[src/rtl/sram_arb_pkg.sv]
// Shared types for the SRAM port arbiter: FSM states, owner encoding
// and the latched transfer bundle.
package sram_arb_pkg;

  typedef enum logic [1:0] {
    IDLE = 2'd0,
    ADDR = 2'd1,
    WAIT = 2'd2
  } state_t;

  typedef enum logic {
    OWN_INST = 1'b0,
    OWN_DATA = 1'b1
  } owner_t;

  localparam int unsigned STARVE_LIMIT_DEF = 4;

  typedef struct packed {
    logic        wr;
    logic [1:0]  size;
    logic [31:0] addr;
    logic [31:0] wdata;
  } xfer_t;

endpackage

[src/rtl/sram_arb_pick.sv]
// Priority pick between inst and data requesters, data first unless
// inst has lost STARVE_LIMIT grants in a row.
module sram_arb_pick
  import sram_arb_pkg::*;
#(
  parameter int unsigned STARVE_LIMIT = STARVE_LIMIT_DEF
) (
  input  logic       clk,
  input  logic       resetn,
  input  logic       inst_req,
  input  logic       data_req,
  input  logic       grant_en,
  output logic [1:0] grant,
  output logic [3:0] starve_cnt
);

  localparam logic [3:0] LIMIT = 4'(STARVE_LIMIT);

  logic starved;

  assign starved = (starve_cnt == LIMIT);

  // grant[0] = inst, grant[1] = data
  always_comb begin
    grant = 2'b00;
    if (grant_en) begin
      if (inst_req && (!data_req || starved))
        grant[0] = 1'b1;
      else if (data_req)
        grant[1] = 1'b1;
    end
  end

  always_ff @(posedge clk) begin
    if (!resetn)
      starve_cnt <= 4'd0;
    else if (grant[0])
      starve_cnt <= 4'd0;
    else if (grant[1] && inst_req && !starved)
      starve_cnt <= starve_cnt + 4'd1;
  end

endmodule

[src/rtl/sram_port_arbiter.sv]
// Two-master (inst/data) to one-slave SRAM-like port arbiter with a
// single outstanding transaction and starvation-bounded priority.
module sram_port_arbiter
  import sram_arb_pkg::*;
#(
  parameter int unsigned STARVE_LIMIT = STARVE_LIMIT_DEF
) (
  input  logic        clk,
  input  logic        resetn,

  input  logic        inst_req,
  input  logic        inst_wr,
  input  logic [1:0]  inst_size,
  input  logic [31:0] inst_addr,
  input  logic [31:0] inst_wdata,
  output logic        inst_addr_ok,
  output logic        inst_data_ok,
  output logic [31:0] inst_rdata,

  input  logic        data_req,
  input  logic        data_wr,
  input  logic [1:0]  data_size,
  input  logic [31:0] data_addr,
  input  logic [31:0] data_wdata,
  output logic        data_addr_ok,
  output logic        data_data_ok,
  output logic [31:0] data_rdata,

  output logic        s_req,
  output logic        s_wr,
  output logic [1:0]  s_size,
  output logic [31:0] s_addr,
  output logic [31:0] s_wdata,
  input  logic        s_addr_ok,
  input  logic        s_data_ok,
  input  logic [31:0] s_rdata
);

  state_t     state;
  owner_t     owner;
  xfer_t      xfer;
  logic [1:0] grant;
  logic [3:0] starve_cnt;
  logic       grant_en;

  assign grant_en = resetn && (state == IDLE);

  sram_arb_pick #(
    .STARVE_LIMIT(STARVE_LIMIT)
  ) u_pick (
    .clk       (clk),
    .resetn    (resetn),
    .inst_req  (inst_req),
    .data_req  (data_req),
    .grant_en  (grant_en),
    .grant     (grant),
    .starve_cnt(starve_cnt)
  );

  assign inst_addr_ok = grant[0];
  assign data_addr_ok = grant[1];

  assign s_wr    = xfer.wr;
  assign s_size  = xfer.size;
  assign s_addr  = xfer.addr;
  assign s_wdata = xfer.wdata;

  always_ff @(posedge clk) begin
    if (!resetn) begin
      state        <= IDLE;
      owner        <= OWN_INST;
      xfer         <= '0;
      s_req        <= 1'b0;
      inst_data_ok <= 1'b0;
      data_data_ok <= 1'b0;
      inst_rdata   <= 32'd0;
      data_rdata   <= 32'd0;
    end else begin
      inst_data_ok <= 1'b0;
      data_data_ok <= 1'b0;
      unique case (state)
        IDLE: begin
          if (grant[1]) begin
            owner <= OWN_DATA;
            xfer  <= '{data_wr, data_size, data_addr, data_wdata};
            s_req <= 1'b1;
            state <= ADDR;
          end else if (grant[0]) begin
            owner <= OWN_INST;
            xfer  <= '{inst_wr, inst_size, inst_addr, inst_wdata};
            s_req <= 1'b1;
            state <= ADDR;
          end
        end
        ADDR: begin
          if (s_addr_ok) begin
            s_req <= 1'b0;
            state <= WAIT;
          end
        end
        WAIT: begin
          if (s_data_ok) begin
            if (owner == OWN_DATA) begin
              data_rdata   <= s_rdata;
              data_data_ok <= 1'b1;
            end else begin
              inst_rdata   <= s_rdata;
              inst_data_ok <= 1'b1;
            end
            state <= IDLE;
          end
        end
        default: state <= IDLE;
      endcase
    end
  end

  starve_bound: assert property (
    @(posedge clk) disable iff (!resetn)
    starve_cnt <= 4'(STARVE_LIMIT)
  );

endmodule

[config.mk]
export PLATFORM = sky130hd
export DESIGN_NAME = sram_port_arbiter
export DESIGN_NICKNAME = d
export VERILOG_FILES = /design/src/rtl/sram_arb_pkg.sv /design/src/rtl/sram_arb_pick.sv /design/src/rtl/sram_port_arbiter.sv
export SDC_FILE = /design/constraint.sdc
export NUM_CORES = 1
export LEC_CHECK = 0
export BUFFER_PORTS_ARGS = -buffer_cell sky130_fd_sc_hd__buf_4
export CORE_MARGIN = 2
export CORE_UTILIZATION = 42
export CTS_CLUSTER_SIZE = 16
export DETAILED_ROUTE_END_ITERATION = 16
export GPL_TIMING_DRIVEN = 0
export HOLD_SLACK_MARGIN = 0.05
export PLACE_DENSITY_LB_ADDON = 0.15
export SYNTH_ARGS = -nofsm -noshare
export SYNTH_HDL_FRONTEND = slang
export SYNTH_HIERARCHICAL = 1
export SYNTH_SLANG_ARGS = --single-unit
[constraint.sdc]
create_clock -name clk -period 7.1 [get_ports clk]
set_input_delay 0.355 -clock clk [delete_from_list [all_inputs] [get_ports clk]]
set_output_delay 0.355 -clock clk [all_outputs]
set_load 0.01 [all_outputs]
* Yosys cells after proc, flatten, opt, wreduce, memory -nomap -nowiden
Cells that the tools add are included.
** Operators by class
- Equality and inequality tests :: 6
- Bitwise operators :: 2
- Reduce and logical (&&, ||, !) cells :: 17
- Muxes and demuxes :: 19
- Add/sub/neg operators :: 1
** Operator list (count)
- $mux W67 :: 2
- $reduce_and A3 Y1 :: 5
- $mux W1 :: 10
- $mux W2 :: 5
- $pmux W2 S3 :: 1
- $add A4 B1 Y4 const B :: 1
- $eq A4 B3 Y1 const B :: 1
- $logic_and A1 B1 Y1 :: 4
- $ne A2 B2 Y1 const B :: 2
- $reduce_bool A2 Y1 :: 2
- $ne A3 B2 Y1 const B :: 1
- $eq A2 B1 Y1 const B :: 1
- $eq A2 B2 Y1 const B :: 1
- $logic_not A1 Y1 :: 2
- $logic_not A2 Y1 :: 1
- $not A1 Y1 :: 2
- $pmux W1 S2 :: 1
- $reduce_and A2 Y1 :: 1
- $reduce_or A2 Y1 :: 1
- $logic_or A1 B1 Y1 :: 1
** Word-level totals
- Input bits :: 172
- Word-level logic and storage cells :: 57
- Register bits after elaboration :: 141

* Longest topological paths before layout
Gate-level depths: netlist (run 1).
- Word-level depth :: 8
- Mapped depth :: 13
- Depth with buffers taken out :: 8

* Hierarchy
Netlist (run 1), hierarchy kept.
** By module, submodules not included
- sram_port_arbiter :: times used 1, seq. area each 2742.6 µm², area each 5559.1 µm², cells an instance 581
- sram_arb_pick :: times used 1, seq. area each 80.1 µm², area each 250.2 µm², cells an instance 30

* Worst setup path after synthesis (run 1)
No wires, ideal clock.
- Kind :: input port to flip-flop
- Start point :: in resetn
- End point :: reg xfer, in the netlist s_addr[22]
- Data arrival time :: 2.570 ns
- Slack :: 4.449 ns
- Setup time :: 0.081 ns
- Stages on the path :: 12
- Path buffers :: 5
- Cell sequence :: clkbuf_1 > inv_2 > nor3_1 > nand2_1 > a31oi_1 > buf_2 > or2_1 > buf_2 > buf_2 > clkbuf_1 > a21oi_1 > a211oi_2
** Between the ends
- Cells in the longest elaborated chain, start to end :: 4
** RTL lines
- start, declared :: RTL line sram_port_arbiter.sv:9 : input logic resetn,
- $logic_and A1 B1 Y1 * :: RTL line sram_port_arbiter.sv:46 : assign grant_en = resetn && (state == IDLE);
- net grant_en :: RTL line sram_port_arbiter.sv:44 : logic grant_en;
- $mux W2 * :: RTL line sram_arb_pick.sv:26 : if (grant_en) begin
- net data_addr_ok :: RTL line sram_port_arbiter.sv:25 : output logic data_addr_ok,
- $reduce_bool A2 Y1 (no line)
- $reduce_and A2 Y1 (no line)
- end signal, assigned :: RTL line sram_port_arbiter.sv:85 : xfer <= '{data_wr, data_size, data_addr, data_wdata};
- end signal, assigned :: RTL line sram_port_arbiter.sv:90 : xfer <= '{inst_wr, inst_size, inst_addr, inst_wdata};
- end, declared :: RTL line sram_port_arbiter.sv:41 : xfer_t xfer;
Mark *: on every way through the listed nets, which the timed path passes. The rest lies on a longest branch.
A chain may end at the register's enable or synchronous reset.

* Worst setup path in the final report (run 1)
- Start point :: in resetn
- End point :: reg xfer, in the netlist s_addr[25]
** Between the ends
- Cells in the longest elaborated chain, start to end :: 4
** RTL lines (RTL line)
- $logic_and A1 B1 Y1 * :: sram_port_arbiter.sv:46
- net grant_en :: sram_port_arbiter.sv:44
- $mux W2 * :: sram_arb_pick.sv:26
- $reduce_bool A2 Y1 (no line)
- $reduce_and A2 Y1 (no line)
Marks and branches as above.

==> qor.txt, run 1 <==
=================================================================================
Run status                                                           complete, no violations
Die Outline Area                                                       14800 um^2
Ratio of total power to cell area                                     246 nW/um^2
Clk_lat worst skew                                                         410 ps
TritonCTS clock tree                                                         done
Kind of start point of the critical path                               input port
Pin slew with the least headroom to its limit                              835 ps
GRT Util Overall                                                            25.9%
Top cell by count, worst path                                        sky130_fd_sc_hd__buf_2
Number of nets still failing antenna checks after routing                       0
Routability congestion estimate from global placement                       0.862
Kind of capture point of the worst setup path                            register
Number of buffer and inverter instances along the worst setup path              7
Post-synthesis cell area                                                5810 um^2
Growth of design area from synthesis to finish                              53.6%
Clock slew seen by the registers of the worst setup and hold paths          60 ps
Post-detailed-route DRC marker count                                            0
Detail-routed net length per standard cell                                17.2 um
Maximum clock frequency                                                   333 MHz
Data required time at the worst endpoint                                  7430 ps
Via count of the first global-routing pass                                   6038
FP Rows                                                                        42
Cells along the critical path                                        buf_4, clkbuf_1, inv_2, nor3_1, nand2_1, a31oi_1, buf_2, or2_1, buf_2, buf_2, clkbuf_1, a21oi_1, a211oi_2
Antenna violations before repair                                                0
Type of the worst setup path                                         input port to register
DIE HEIGHT                                                                 122 um
H-tree level count                                                              4
Post-synthesis sequential element count                                       141
Global-route wire length before repair                                    29.7 mm
Starting density of the core                                                43.4%
Yosys warning total                                                             6
Setup tns final                                                              0 ps
Max-capacitance violation count                                                 0
First-pass detailed-route iteration total                                       7
Detail-routed via count per cell                                             5.35
Core box area                                                          13400 um^2
Cell family contributing the most delay on the critical path         buffers and inverters
Signal arrival time at the worst endpoint                                 3330 ps
Fraction of final layout cells sized beyond drive strength 1                40.7%
Num Clock Sinks                                                               141
Final Hold Violating Endpoints                                                  0
PostCTS Resize Cnt                                                              0
Routed WL                                                                 19.3 mm
Maximum number of pins on one net before global-route repair                   17
Violation count after the first detailed-route iteration                      344
Worst Hold Class                                                     input port to register
Detailed Place HPWL                                                       14.7 mm
Max stage delay cell, worst path                                     sky130_fd_sc_hd__nor3_1
Clock Path Buffers                                                              2
Number of primary I/O pins                                                    308
Number of pins with negative max-slew slack in the final report                 0
Static leakage power                                                      3.81 nW
Post-Synthesis Mean Instance Area                                       9.51 um^2
Library cells used by synthesis                                                35
Overall power consumption                                                 2.19 mW
Post-CTS setup buffer count                                                     0
Worst Hold Slack                                                           188 ps
Synthesized Nets                                                              785
Final setup violation count                                                     0
Fraction of the yosys area taken by sequential cells                        48.6%
Inserted Diodes                                                                 0
Critical path's largest stage delay                                        530 ps
Area of placed instances                                                8330 um^2
Number of standard cells after synthesis                                      611
Cts-stage hold buffer count                                                     0
CP max FO                                                                      10
GRT overflow                                                                    0
Post-Route Skew                                                           7.27 ps
Relative slew slack                                                         44.3%
DIE WIDTH                                                                  122 um
Cell at the root of the clock tree                                   sky130_fd_sc_hd__clkbuf_16
Cell area after layout                                                  8920 um^2
Setup repair after global routing missed its margin                         false
Count of port buffers added during placement                                  307
Share of the clock period used by the worst path                            42.2%
Max VDD drop                                                               148 uV
Number of buffers added by the clock tree synthesis step                       17
Crit path time final                                                      3000 ps
# nets final                                                                 1111
Count of vias placed by the detailed router                                  6022
=================================================================================
-- cells in the final DEF, fill, tap and decap left out, types with 2 or more instances in the layout --
cell / n
sky130_fd_sc_hd__buf_4: 307
sky130_fd_sc_hd__dfxtp_1: 141
sky130_fd_sc_hd__a21oi_1: 70
sky130_fd_sc_hd__mux2i_1: 68
sky130_fd_sc_hd__o21ai_0: 66
sky130_fd_sc_hd__nand3_1: 64
sky130_fd_sc_hd__clkbuf_1: 44
sky130_fd_sc_hd__nand2_1: 37
sky130_fd_sc_hd__a211oi_1: 37
sky130_fd_sc_hd__a211oi_2: 30
sky130_fd_sc_hd__clkbuf_16: 17
sky130_fd_sc_hd__buf_2: 12
sky130_fd_sc_hd__nor2_1: 8
sky130_fd_sc_hd__buf_1: 5
sky130_fd_sc_hd__clkinv_2: 5
sky130_fd_sc_hd__buf_6: 4
sky130_fd_sc_hd__bufinv_16: 3
sky130_fd_sc_hd__clkinvlp_4: 3
sky130_fd_sc_hd__inv_1: 2
sky130_fd_sc_hd__a21boi_1: 2
sky130_fd_sc_hd__nand4_1: 2
sky130_fd_sc_hd__ha_1: 2
-- cell type report --
class,count,area [um^2]
Fill cell,1113,4480
Sequential cell,141,2820
Multi-Input combinational cell,403,2690
Timing Repair Buffer,307,2300
Clock buffer,19,443
Buffer,64,285
Tap cell,176,220
Clock inverter,12,146
Inverter,3,11.3
-- Yosys cell counts (all sizes together) --
cell     count  share of area (%)
a211oi      67                 11
a21boi       3               0.39
a21oi       70                6.0
a31oi        1               0.11
a32o         1               0.17
and2         1               0.11
and3         1               0.11
buf         21                2.1
clkbuf      43                2.8
dfxtp      141                 49
ha           2               0.43
inv          3               0.19
mux2i       68                 12
nand2       37                2.4
nand2b       1               0.11
nand3       64                5.5
nand3b       1               0.13
nand4        2               0.22
nand4b       1               0.15
nand4bb      1               0.19
nor2         8               0.52
nor2b        2               0.26
nor3         1              0.086
nor3b        2               0.34
nor4b        1               0.15
o21ai       66                5.7
o22a         1               0.15
or2          1               0.11
-- report_power, final --
part           internal [mW]  switching, mW  total (mW)
combinational          0.211          0.220       0.431
clock                  0.556          0.332       0.888
sequential             0.844         0.0295       0.873
-- metal layers --
layer	GRT usage (%)	vias to the layer above	share of wire, %
li1	-	2883	-
met1	28.0	2833	38
met3	6.04	43	6.8
met4	11.7	0	2.9
met2	47.8	263	52
met5	0	-	0
-- worst paths after layout --
path                            depth (start not counted)  slack, ps              endpoint      startpoint
worst max register to register                         11       4130            s_addr[25]        state[1]
worst min-delay path                                    2        190  u_pick/starve_cnt[0]          resetn
worst min register to register                          2        470        inst_rdata[31]  inst_rdata[31]
worst max-delay path                                   13       4100            s_addr[25]          resetn
-- sequential cells by signal (all words and copies together), names as in the netlist, 2 cells and up --
signal	count
s_addr	32
u_pick/starve_cnt	4
s_wdata	32
state	2
s_size	2
data_rdata	32
inst_rdata	32
-- cell families (layout without fill, tap and decap cells) --
kind of cell,Yosys count,after routing,synth area share (%)
AO/OA/AOI/OAI,209,209,23.8
adder cells (fa/ha/maj),2,2,0.431
buffers and inverters,67,405,5.10
flip-flops,141,141,48.6
multiplexers,68,68,11.7
AND/OR/NAND/NOR,124,124,10.4
-- worst reg2reg max path: cells and delay by family (launching register included) --
family                 cells  cell delay [ps]
DFF                        1              300
AOI/OAI and AO/OA          3              620
buffers and inverters      5             1180
and+or+nand+nor            3              790
-- through the flow --
step | instances | utilization [%] | setup slack (ps)
final | 1125 | 66.6 | 4100
after global placement | 1094 | 62.2 | 3840
after global routing | 1125 | 66.6 | 3800
after floorplan | 611 | - | 4450
after detailed placement | 1094 | 62.2 | 3700
after CTS | 1125 | 66.6 | 4120
No activity file was read; power rests on OpenSTA's default activity.
==> run 2, diff against run 1 <==
Clock period 7.1 ns to 3.08 ns, I/O delays scaled along.
==> qor.txt, run 2 (synthesis results as in run 1) <==
=================================================================================
Run status                                                           complete, no violations
DIE WIDTH                                                                  122 um
Data required time at the worst endpoint                                  3410 ps
Setup repair after global routing missed its margin                         false
Number of primary I/O pins                                                    308
Maximum number of pins on one net before global-route repair                   17
Max stage delay cell, worst path                                     sky130_fd_sc_hd__nor3_2
Post-CTS setup buffer count                                                     0
Max VDD drop                                                               340 uV
Count of port buffers added during placement                                  307
Area of placed instances                                                8330 um^2
Final Hold Violating Endpoints                                                  0
Antenna violations before repair                                                0
Violation count after the first detailed-route iteration                      384
Via count of the first global-routing pass                                   6230
Routability congestion estimate from global placement                       0.862
Cells along the critical path                                        clkbuf_1, nor3_2, nand2_1, a31oi_1, buf_2, or2_1, buf_2, buf_2, clkbuf_1, a21oi_1, a211oi_2
Post-Route Skew                                                           6.57 ps
Detail-routed net length per standard cell                                17.2 um
Most common cell after layout, fill and taps aside                   sky130_fd_sc_hd__buf_4
Cell area after layout                                                  9260 um^2
Met3 WL                                                                   1.31 mm
Met2 WL post-DR                                                           10.5 mm
Post-detailed-route DRC marker count                                            0
FP Rows                                                                        42
Worst setup margin                                                         287 ps
Num Clock Sinks                                                               141
Fraction of final layout cells sized beyond drive strength 1                39.4%
TritonCTS clock tree                                                         done
Top cell by count, worst path                                        sky130_fd_sc_hd__buf_2
Inserted Diodes                                                                 0
Detail-routed via count per cell                                             5.37
# nets final                                                                 1144
Routed metal-1 wirelength                                                 7.51 mm
Kind of capture point of the worst setup path                            register
Number of nets still failing antenna checks after routing                       0
Clock Path Buffers                                                              2
Growth of design area from synthesis to finish                              59.4%
Signal arrival time at the worst endpoint                                 3120 ps
Kind of start point of the critical path                                 register
Setup tns final                                                              0 ps
Routed WL                                                                 19.9 mm
Die Outline Area                                                       14800 um^2
Most used cells in the layout excluding fill and tap cells           sky130_fd_sc_hd__buf_4, sky130_fd_sc_hd__dfxtp_1, sky130_fd_sc_hd__a21oi_1
Clk_lat worst skew                                                         410 ps
Type of the worst setup path                                         register to register
Count of vias placed by the detailed router                                  6214
Max-capacitance violation count                                                 0
Static leakage power                                                      3.95 nW
Global-route wire length before repair                                    30.6 mm
Cell at the root of the clock tree                                   sky130_fd_sc_hd__clkbuf_16
Crit path time final                                                      2790 ps
Worst Hold Class                                                     input port to register
Starting density of the core                                                43.4%
DIE HEIGHT                                                                 122 um
GRT Util Overall                                                            26.6%
Critical path's largest stage delay                                        410 ps
Pin slew with the least headroom to its limit                              827 ps
H-tree level count                                                              4
Number of buffers added by the clock tree synthesis step                       17
Share of the clock period used by the worst path                            90.7%
Clock slew seen by the registers of the worst setup and hold paths          60 ps
First-pass detailed-route iteration total                                       5
Core box area                                                          13400 um^2
Maximum clock frequency                                                   358 MHz
Final setup violation count                                                     0
CP max FO                                                                      10
Final core area utilization                                                 69.1%
GRT overflow                                                                    0
Number of pins with negative max-slew slack in the final report                 0
Pre-CTS setup slack                                                       -114 ps
Top metal layer carrying routed signals                                      met4
Ratio of total power to cell area                                     549 nW/um^2
Relative slew slack                                                         44.9%
Detailed Place HPWL                                                       14.7 mm
Worst Hold Slack                                                          81.5 ps
=================================================================================
==> run 2: critical path: cells and delay by family (launching register included) <==
| kind | cells | cell delay [ps] |
|---|---|---|
| compound gates | 3 | 610 |
| buf+inv | 5 | 1190 |
| simple gates | 3 | 610 |
| flops | 1 | 290 |
==> run 2: through the flow <==
step	total power, mW	std cells
floorplan	2.55	611
global placement	3.01	1094
detailed placement	3.04	1094
CTS	5.10	1158
global route	5.28	1158
finish	5.08	1158
==> run 2: path summary, 6_finish.rpt <==
path	startpoint	endpoint	slack (ps)	cells past startpoint
max	state[1]	s_addr[25]	290	11
min	s_addr_ok	state[0]	80	3
max reg2reg	state[1]	s_addr[25]	290	11
min reg2reg	inst_rdata[31]	inst_rdata[31]	470	2
==> run 2: final cells by class <==
| class | instances | area [um^2] |
|---|---|---|
| Sequential cell | 141 | 2820 |
| Inverter | 3 | 11.3 |
| Tap cell | 176 | 220 |
| Buffer | 64 | 285 |
| Multi-Input combinational cell | 403 | 2700 |
| Fill cell | 1073 | 4140 |
| Clock buffer | 19 | 443 |
| Timing Repair Buffer | 340 | 2640 |
| Clock inverter | 12 | 146 |
==> run 2: layer usage <==
layer | up-vias | global-route usage [%]
met5 | - | 0
li1 | 2956 | -
met3 | 48 | 6.18
met4 | 0 | 12.6
met1 | 2906 | 28.3
met2 | 304 | 49.5
==> run 2: power by group <==
part | internal [mW] | total (mW) | switching (mW)
Clock | 1.28 | 2.04 | 0.760
Combinational | 0.514 | 1.03 | 0.515
Sequential | 1.95 | 2.01 | 0.0685
Total | 3.74 | 5.08 | 1.34
==> run 2: what timing repair did <==
| item | CTS | global route |
|---|---|---|
| gates resized for setup | 0 | 1 |
| hold buffers | 33 | 0 |
| endpoints found under the setup margin | 0 | 13 |
| hold endpoints to repair | 64 | 0 |
==> run 3, diff against run 2 <==
Settings changed: SYNTH_HIERARCHICAL 1 to not set.
==> qor.txt, run 3 <==
=================================================================================
Run status                                                           complete, no violations
Area of the multi-input gates                                           2530 um^2
Starting density of the core                                                42.7%
Worst setup margin                                                         464 ps
Type of the worst setup path                                         register to register
Static leakage power                                                      4.68 nW
Critical path's largest stage delay                                        560 ps
Kind of start point of the critical path                                 register
Maximum number of pins on one net before global-route repair                   17
CP max FO                                                                      10
Relative slew slack                                                         64.9%
Count of placed standard cells including taps                                1194
Met2 WL post-DR                                                           11.4 mm
FP Rows                                                                        42
Post-detailed-route DRC marker count                                            0
Overall power consumption                                                 5.24 mW
Cts-stage hold buffer count                                                   167
Area share of the largest cell type after synthesis                         50.1%
Library cells used by synthesis                                                33
Setup repair after global routing missed its margin                         false
H-tree level count                                                              4
Post-synthesis async set-or-reset flop share                                   0%
Worst Hold Slack                                                          70.0 ps
First-pass detailed-route iteration total                                       5
Post-Route Skew                                                           9.03 ps
Number of standard cells after synthesis                                      712
Final std cells w/o fill                                                     1392
Yosys warning total                                                             0
Max-capacitance violation count                                                 0
Most used cells in the layout excluding fill and tap cells           sky130_fd_sc_hd__buf_4, sky130_fd_sc_hd__nand2_1, sky130_fd_sc_hd__dlygate4sd3_1
Most common cell after layout, fill and taps aside                   sky130_fd_sc_hd__buf_4
Fraction of the yosys area taken by sequential cells                        50.1%
Antenna violations before repair                                                0
Growth of design area from synthesis to finish                              85.2%
Synth Flop Type                                                      sky130_fd_sc_hd__dfxtp_1
Core box area                                                          13200 um^2
DIE WIDTH                                                                  120 um
Area of placed instances                                                8150 um^2
Count of port buffers added during placement                                  306
Clock Path Buffers                                                              2
Met3 WL                                                                   1.93 mm
Post-synthesis sequential element count                                       141
Clk_lat worst skew                                                         420 ps
Detailed Place HPWL                                                       13.9 mm
Post-CTS setup buffer count                                                     0
Final core area utilization                                                 79.1%
PostCTS Resize Cnt                                                              0
Detail-routed via count per cell                                             5.19
Cell at the root of the clock tree                                   sky130_fd_sc_hd__clkbuf_16
Number of nets still failing antenna checks after routing                       0
Max VDD drop                                                               384 uV
Number of buffers added by the clock tree synthesis step                       17
Max stage delay cell, worst path                                     sky130_fd_sc_hd__dlygate4sd3_1
Number of pins with negative max-slew slack in the final report                 0
Num Clock Sinks                                                               141
Die Outline Area                                                       14400 um^2
Routed metal-1 wirelength                                                 8.67 mm
Setup slack, reg-to-reg                                                    460 ps
Largest cells by area after synthesis                                sky130_fd_sc_hd__dfxtp_1, sky130_fd_sc_hd__nand2_1, sky130_fd_sc_hd__a31oi_1, sky130_fd_sc_hd__a21boi_0, sky130_fd_sc_hd__o21ai_0
Top metal layer carrying routed signals                                      met4
Pre-CTS setup slack                                                       1170 ps
Synthesized Nets                                                              886
GRT Util Overall                                                            32.2%
GRT overflow                                                                    0
Inserted Diodes                                                                 0
Signal arrival time at the worst endpoint                                 2980 ps
Post-Synthesis Mean Instance Area                                       7.91 um^2
Share of the clock period used by the worst path                            84.9%
Detail-routed net length per standard cell                                16.7 um
Routability congestion estimate from global placement                       0.915
Ratio of total power to cell area                                     502 nW/um^2
Cell area after layout                                                 10400 um^2
TritonCTS clock tree                                                         done
Clock slew seen by the registers of the worst setup and hold paths          60 ps
Violation count after the first detailed-route iteration                      436
Fraction of final layout cells sized beyond drive strength 1                30.0%
Number of fillers in the final layout                                         843
Most area-hungry cell type in the Yosys netlist                      sky130_fd_sc_hd__dfxtp_1
Maximum clock frequency                                                   382 MHz
Via count of the first global-routing pass                                   7295
Worst Hold Class                                                     input port to register
Seq. cell area                                                          2820 um^2
Setup tns final                                                              0 ps
# nets final                                                                 1378
DIE HEIGHT                                                                 120 um
Global-route wire length before repair                                    36.5 mm
Number of primary I/O pins                                                    308
Most used standard cell by instance count after synthesis            sky130_fd_sc_hd__nand2_1
Crit path time final                                                      2620 ps
Pin slew with the least headroom to its limit                              526 ps
Routed WL                                                                 23.2 mm
Kind of capture point of the worst setup path                            register
Count of vias placed by the detailed router                                  7218
Number of enable-type register cells in the synthesized netlist                 0
Final Hold Violating Endpoints                                                  0
Cells along the critical path                                        inv_1, ha_1, nand4b_1, nand3_2, buf_2, buf_1, nand2_1, a31oi_1, dlygate4sd3_1
Post-synthesis cell area                                                5640 um^2
Most instantiated cells after synthesis                              sky130_fd_sc_hd__nand2_1, sky130_fd_sc_hd__dfxtp_1, sky130_fd_sc_hd__a31oi_1
Data required time at the worst endpoint                                  3440 ps
Final setup violation count                                                     0
=================================================================================
## run 3: logic make-up after synthesis
kind of cell	count (synthesis)	share of synthesized area, %
and+or+nand+nor	295	21.2
AOI/OAI and AO/OA	211	23.4
DFF	141	50.1
buffers and inverters	63	4.93
adders and majority gates	2	0.444
## run 3: power breakdown
| group | total (mW) | switching, mW | internal [mW] |
|---|---|---|---|
| Clock | 2.16 | 0.790 | 1.37 |
| Sequential | 2.02 | 0.0724 | 1.94 |
| Combinational | 1.07 | 0.467 | 0.598 |
## run 3: metal layers
metal,GRT usage (%),up-vias
met3,8.84,94
met2,55.8,405
li1,-,3387
met5,0,-
met1,34.9,3332
met4,19.5,0
## run 3: layout make-up
type / instances / area share, %
repair buffers: 473 / 38.0
flip-flops and latches: 141 / 27.0
multi-input cells: 508 / 24.3
clock buffers: 20 / 4.28
plain buffers: 58 / 2.48
well taps: 176 / 2.11
clock inverters: 11 / 1.59
inverters: 5 / 0.180
## run 3: worst paths after layout
path                                      startpoint  depth (start not counted)       endpoint
worst max-delay path            u_pick.starve_cnt[0]                          9     s_addr[21]
worst min-delay path                        inst_req                          3       state[0]
worst max register to register  u_pick.starve_cnt[0]                          9     s_addr[21]
worst min register to register         data_rdata[8]                          2  data_rdata[8]
## run 3: worst max-delay path: cells and delay by family, from the launching register on
kind / cells / cell delay [ps]
buffers and inverters: 4 / 1330
and+or+nand+nor: 3 / 480
DFF: 1 / 330
AOI/OAI and AO/OA: 1 / 230
adders and majority gates: 1 / 180
